--- config.mk ---
export PLATFORM = sky130hd
export DESIGN_NAME = ram_burst_master
export DESIGN_NICKNAME = d
export VERILOG_FILES = /design/src/rtl/ram_burst_master.sv
export SDC_FILE = /design/constraint.sdc
export NUM_CORES = 1
export LEC_CHECK = 0
export BUFFER_PORTS_ARGS = -buffer_cell sky130_fd_sc_hd__buf_2
export CAP_MARGIN = 20
export CORE_ASPECT_RATIO = 0.7
export CORE_MARGIN = 2
export CORE_UTILIZATION = 39
export DETAILED_ROUTE_END_ITERATION = 16
export HOLD_SLACK_MARGIN = 0.15
export PLACE_DENSITY_LB_ADDON = 0.3
export SLEW_MARGIN = 20
export SYNTH_ARGS = -nofsm -noshare
export SYNTH_HDL_FRONTEND = slang
export SYNTH_SLANG_ARGS = --single-unit
--- constraint.sdc ---
create_clock -name clk -period 1.7 [get_ports clk]
set_input_delay 0.085 -clock clk [delete_from_list [all_inputs] [get_ports clk]]
set_output_delay 0.085 -clock clk [all_outputs]
set_load 0.01 [all_outputs]
--- src/rtl/ram_burst_master.sv ---
// Burst master for a single-port synchronous RAM: writes or reads 1..16
// consecutive words starting at a base address, with valid/ready client ports.
module ram_burst_master (
    input  logic        clk,
    input  logic        clr,
    input  logic        start,
    input  logic        wr,
    input  logic [7:0]  base_addr,
    input  logic [4:0]  len,
    input  logic [31:0] wdata,
    input  logic        wvalid,
    output logic        wready,
    output logic [31:0] rdata,
    output logic        rvalid,
    input  logic        rready,
    output logic        busy,
    output logic        done,
    output logic        err,
    output logic [7:0]  ram_address,
    output logic [31:0] ram_data_in,
    input  logic [31:0] ram_data_out,
    output logic        ram_write_enable,
    output logic        ram_read_enable
);

    typedef enum logic [2:0] {
        IDLE, WRITE, RD_ISSUE, RD_CAP, RD_HOLD, DONE
    } state_t;

    state_t     state;
    logic [7:0] base_q;
    logic [4:0] len_q;
    logic [4:0] cnt;
    logic [4:0] cnt_nxt;
    logic       last;

    assign cnt_nxt = cnt + 5'd1;
    assign last    = (cnt_nxt == len_q);

    always_ff @(posedge clk) begin
        if (!clr) begin
            state  <= IDLE;
            base_q <= '0;
            len_q  <= '0;
            cnt    <= '0;
            rdata  <= '0;
            rvalid <= 1'b0;
            err    <= 1'b0;
        end else begin
            case (state)
                IDLE: if (start) begin
                    base_q <= base_addr;
                    len_q  <= len;
                    cnt    <= '0;
                    // Illegal lengths skip straight to DONE without touching RAM
                    if (len == 5'd0 || len > 5'd16) begin
                        err   <= 1'b1;
                        state <= DONE;
                    end else begin
                        err   <= 1'b0;
                        state <= wr ? WRITE : RD_ISSUE;
                    end
                end
                WRITE: if (wvalid) begin
                    cnt <= cnt_nxt;
                    if (last) state <= DONE;
                end
                RD_ISSUE: state <= RD_CAP;
                RD_CAP: begin
                    rdata  <= ram_data_out;
                    rvalid <= 1'b1;
                    state  <= RD_HOLD;
                end
                RD_HOLD: if (rready) begin
                    rvalid <= 1'b0;
                    cnt    <= cnt_nxt;
                    state  <= last ? DONE : RD_ISSUE;
                end
                DONE:    state <= IDLE;
                default: state <= IDLE;
            endcase
        end
    end

    assign busy   = (state != IDLE);
    assign done   = (state == DONE);
    assign wready = (state == WRITE);

    // Address wraps naturally in 8 bits
    assign ram_address = base_q + {3'b000, cnt};
    assign ram_data_in = wready ? wdata : 32'd0;

    // Strobes are gated by clr so the reset edge never commits a RAM access
    assign ram_write_enable = clr & wready & wvalid;
    assign ram_read_enable  = clr & (state == RD_ISSUE);

endmodule

==> out/qor.csv <==
stage,metric,value,unit
run_status,status,"complete, but fails checks",
run_status,violations,setup timing,
sta,slew_headroom,53.57,%
cells_and_area,fill_cells,518,
synth,synthCells,370,
cells_and_area,final_util,71.47,%
synth,syn-num-nets,460,
sta,finClkSkew,0.01188,ns
die,initial_core_util,40.53,%
synth,synth-seq-cells,55,
sta,final.period_utilization,119.8,%
critical_path,start_kind,flop,
min_path,hold_depth,3,
sta,setup_slack,-0.3369,ns
die,fp.coreArea,6788,sq um
clocking,clk_pin_slew,0.11,ns
power_and_ir_drop,p_per_area,1118,nW/um^2
critical_path,arrival,1.95,ns
job,drv_cap,0,
synth,ys_types,46,
min_path,hold_path_end,state[0],
synth,ys.flop_type,dfxtp_1,
global_route,grt_pass1_vias,3102,
power_and_ir_drop,p_sw_share,37.45,%
placed_design,dp_slack,-0.09037,ns
clocking,cts_num_sinks,55,
synth,synth_edf_count,0,
die,ios,162,
power_and_ir_drop,power_switching,2031,uW
placed_design,dp_hpwl,6355,microns
clocking,cts_made_buffers,5,
power_and_ir_drop,power_frac_clock,13.8,%
clocking,cts_tree,done,
global_route,grt.overflow.total,0,
critical_path,r2r_slack,-0.04,ns
placed_design,io_buffers,161,
sta,tightest_slew,0.6948,ns
critical_path,reg2reg_to,state[1],
die,die_area,7754,sq um
route,drt-pass1-iter-count,4,
critical_path,crit_type,reg2out,
synth,synth.avg_cell_area,7.436,sq um
sta,period_minus_slack,2.037,ns
synth,ys_warn_count,0,
power_and_ir_drop,peakVddDrop,0.9634,mV
synth,syn-cell-area,2751,sq um
clocking,cts_buffer_depth,2,
sta,setup_tns,-1.366,ns
route,num_vias,3449,
cells_and_area,finalNetCount,693,
critical_path,required,1.62,ns
power_and_ir_drop,seqPwrFrac,29.6,%
clocking,cts-root-buf,clkbuf_8,
sta,hold_viol,0,
synth,yosysSeqAreaShare,40.02,%
cells_and_area,drive_above_1_share,41.72,%
min_path,hold_path.class,in2reg,
global_route,grt_use_total,23.34,%
min_path,worstHoldStart,wvalid,
critical_path,path_max_fanout,2,
route,wl,10380,microns
die,fp.dieH,74.28,microns
power_and_ir_drop,leakagePower,0.002251,uW
clocking,h-tree-depth,2,
sta,rsz0062_at_grt,true,
power_and_ir_drop,comb_power_share,56.5,%
power_and_ir_drop,power.total,5423,uW
placed_design,place_congestion,0.8280,
die,rows,25,
global_route,antenna_found_initial,2,
critical_path,r2r_cells,8,
route,first_iter_violations,201,
sta,setup_violations,9,
route,wire_per_inst,14.82,microns
clocking,clk_latency,0.31,ns
route,routed_via_density,4.927,
global_route,grt_max_degree,33,
cells_and_area,area_growth,76.31,%
route,ant_nets,0,
synth,async_flop_share,0,%
critical_path,r2r-start,cnt[0],
route,drc,0,
die,die_x,104.4,microns
sta,fmax,490.9,MHz
critical_path,setup.worst_path.end_class,primary output,
global_route,grt_pass1_wl,14590,microns
power_and_ir_drop,intPower,3392,uW
sta,report.final.slew_viol_count,0,
==> critical path, cell delays in order, from the launching register on <==
cell,delay (ns)
dfxtp_2,0.37
ha_4,0.14
inv_2,0.03
fa_2,0.33
nor2b_1,0.12
o21ai_1,0.08
a21boi_1,0.17
o21ai_1,0.10
xnor2_1,0.15
buf_2,0.14
==> metrics by stage <==
stage	cells	hold slack [ns]	area, sq um
6_report	700	0.2497	4851
5_1_grt	700	0.2551	4851
4_1_cts	682	0.1538	4461
3_5_place_dp	618	0.3306	3724
3_3_place_gp	618	0.3257	3719
2_1_floorplan	370	0.2210	2755
==> layout make-up <==
cell class / count / area [sq um] / share of cell area, %
diodes: 2 / 5.005 / 0.1032
repair buffers: 249 / 1808 / 37.27
clock buffers: 5 / 68.82 / 1.419
well taps: 94 / 117.6 / 2.425
clock inverters: 3 / 22.52 / 0.4643
multi-input cells: 281 / 1673 / 34.49
inverters: 11 / 41.29 / 0.8512
flip-flops and latches: 55 / 1115 / 22.98
==> cells in the final DEF (no fill, tap or decap), types with 3 or more instances in the layout <==
cell / instances
dfxtp_1: 48
buf_2: 148
xnor2_1: 5
nand2_1: 105
nor3_1: 5
ha_4: 3
buf_4: 27
dfxtp_2: 5
and2_1: 19
a21oi_1: 55
dlygate4sd3_1: 49
o21ai_1: 4
buf_8: 3
buf_12: 3
and2_4: 13
clkbuf_8: 5
buf_6: 15
a21oi_2: 3
nor2b_1: 3
ha_1: 3
nor3b_1: 3
nor2_1: 11
nand3b_1: 3
inv_1: 8
clkbuf_16: 4
==> routing by layer <==
layer | up-vias | GRT usage (%) | wire length, microns
met5 | - | 0 | 0
met4 | 0 | 6.456 | 267
met3 | 19 | 3.856 | 678
met2 | 152 | 43.86 | 5190
met1 | 1583 | 28.23 | 4239
li1 | 1695 | - | -
==> repair_timing <==
item | CTS | global route
endpoints found under the setup margin | 40 | 42
endpoints found under the hold margin | 51 | 1
setup buffers | 7 | 13
resized for setup | 28 | 47
pin swaps | 11 | 20
hold buffers | 48 | 1
gates cloned | 1 | 5
==> power by group through the flow <==
| stage | Combinational, uW | Clock (uW) | Sequential [uW] |
|---|---|---|---|
| floorplan | 1220 | 0 | 1570 |
| global placement | 1950 | 0 | 1580 |
| detailed placement | 1970 | 0 | 1590 |
| CTS | 2230 | 769 | 1580 |
| global route | 3270 | 827 | 1630 |
| finish | 3070 | 750 | 1610 |
==> synth_stat cells (all sizes together) (3+ instances only) <==
master | n | area [sq um]
a21oi | 58 | 290.3
xnor2 | 6 | 52.55
nor2 | 13 | 48.80
dfxtp | 55 | 1101
buf | 5 | 40.04
a211oi | 3 | 27.52
nor3 | 5 | 25.02
nor2b | 3 | 18.77
o21ai | 7 | 35.03
clkbuf | 18 | 67.56
nor3b | 3 | 22.52
xor2 | 3 | 26.28
nand3b | 3 | 22.52
inv | 10 | 37.54
and3 | 3 | 20.02
ha | 6 | 75.07
nand2 | 106 | 397.9
and2 | 33 | 206.5
nand3 | 3 | 15.01
a21o | 3 | 23.77
==> state kept, by name, indices dropped and copies added, names as in the netlist <==
| register | flops |
|---|---|
| cnt | 5 |
| err | 1 |
| base_q | 8 |
| len_q | 5 |
| rvalid | 1 |
| rdata | 32 |
| state | 3 |
==> how the worst max path moves through the flow <==
stage / to / startpoint / slack, ns
after floorplan: ram_address[7] / cnt[1] / 0.009
after global placement: ram_address[6] / cnt[0] / -0.04
after detailed placement: state[2] / cnt[1] / -0.09
after CTS: ram_address[6] / cnt[0] / -0.38
after global routing: ram_address[6] / base_q[0] / -0.44
final: ram_address[6] / base_q[0] / -0.34
==> cell families (layout without fill, tap and decap cells) <==
family | count (synthesis) | in the layout | share of synthesized area, %
AND/OR/NAND/NOR | 179 | 179 | 30.15
AO/OA/AOI/OAI | 84 | 84 | 17.37
flip-flops | 55 | 55 | 40.02
buffers and inverters | 34 | 268 | 5.411
XOR/XNOR | 9 | 9 | 2.865
adder cells (fa/ha/maj) | 7 | 7 | 3.456
multiplexers | 2 | 2 | 0.7276
other | 0 | 2 | 0
(Power assumes the default switching activity.)
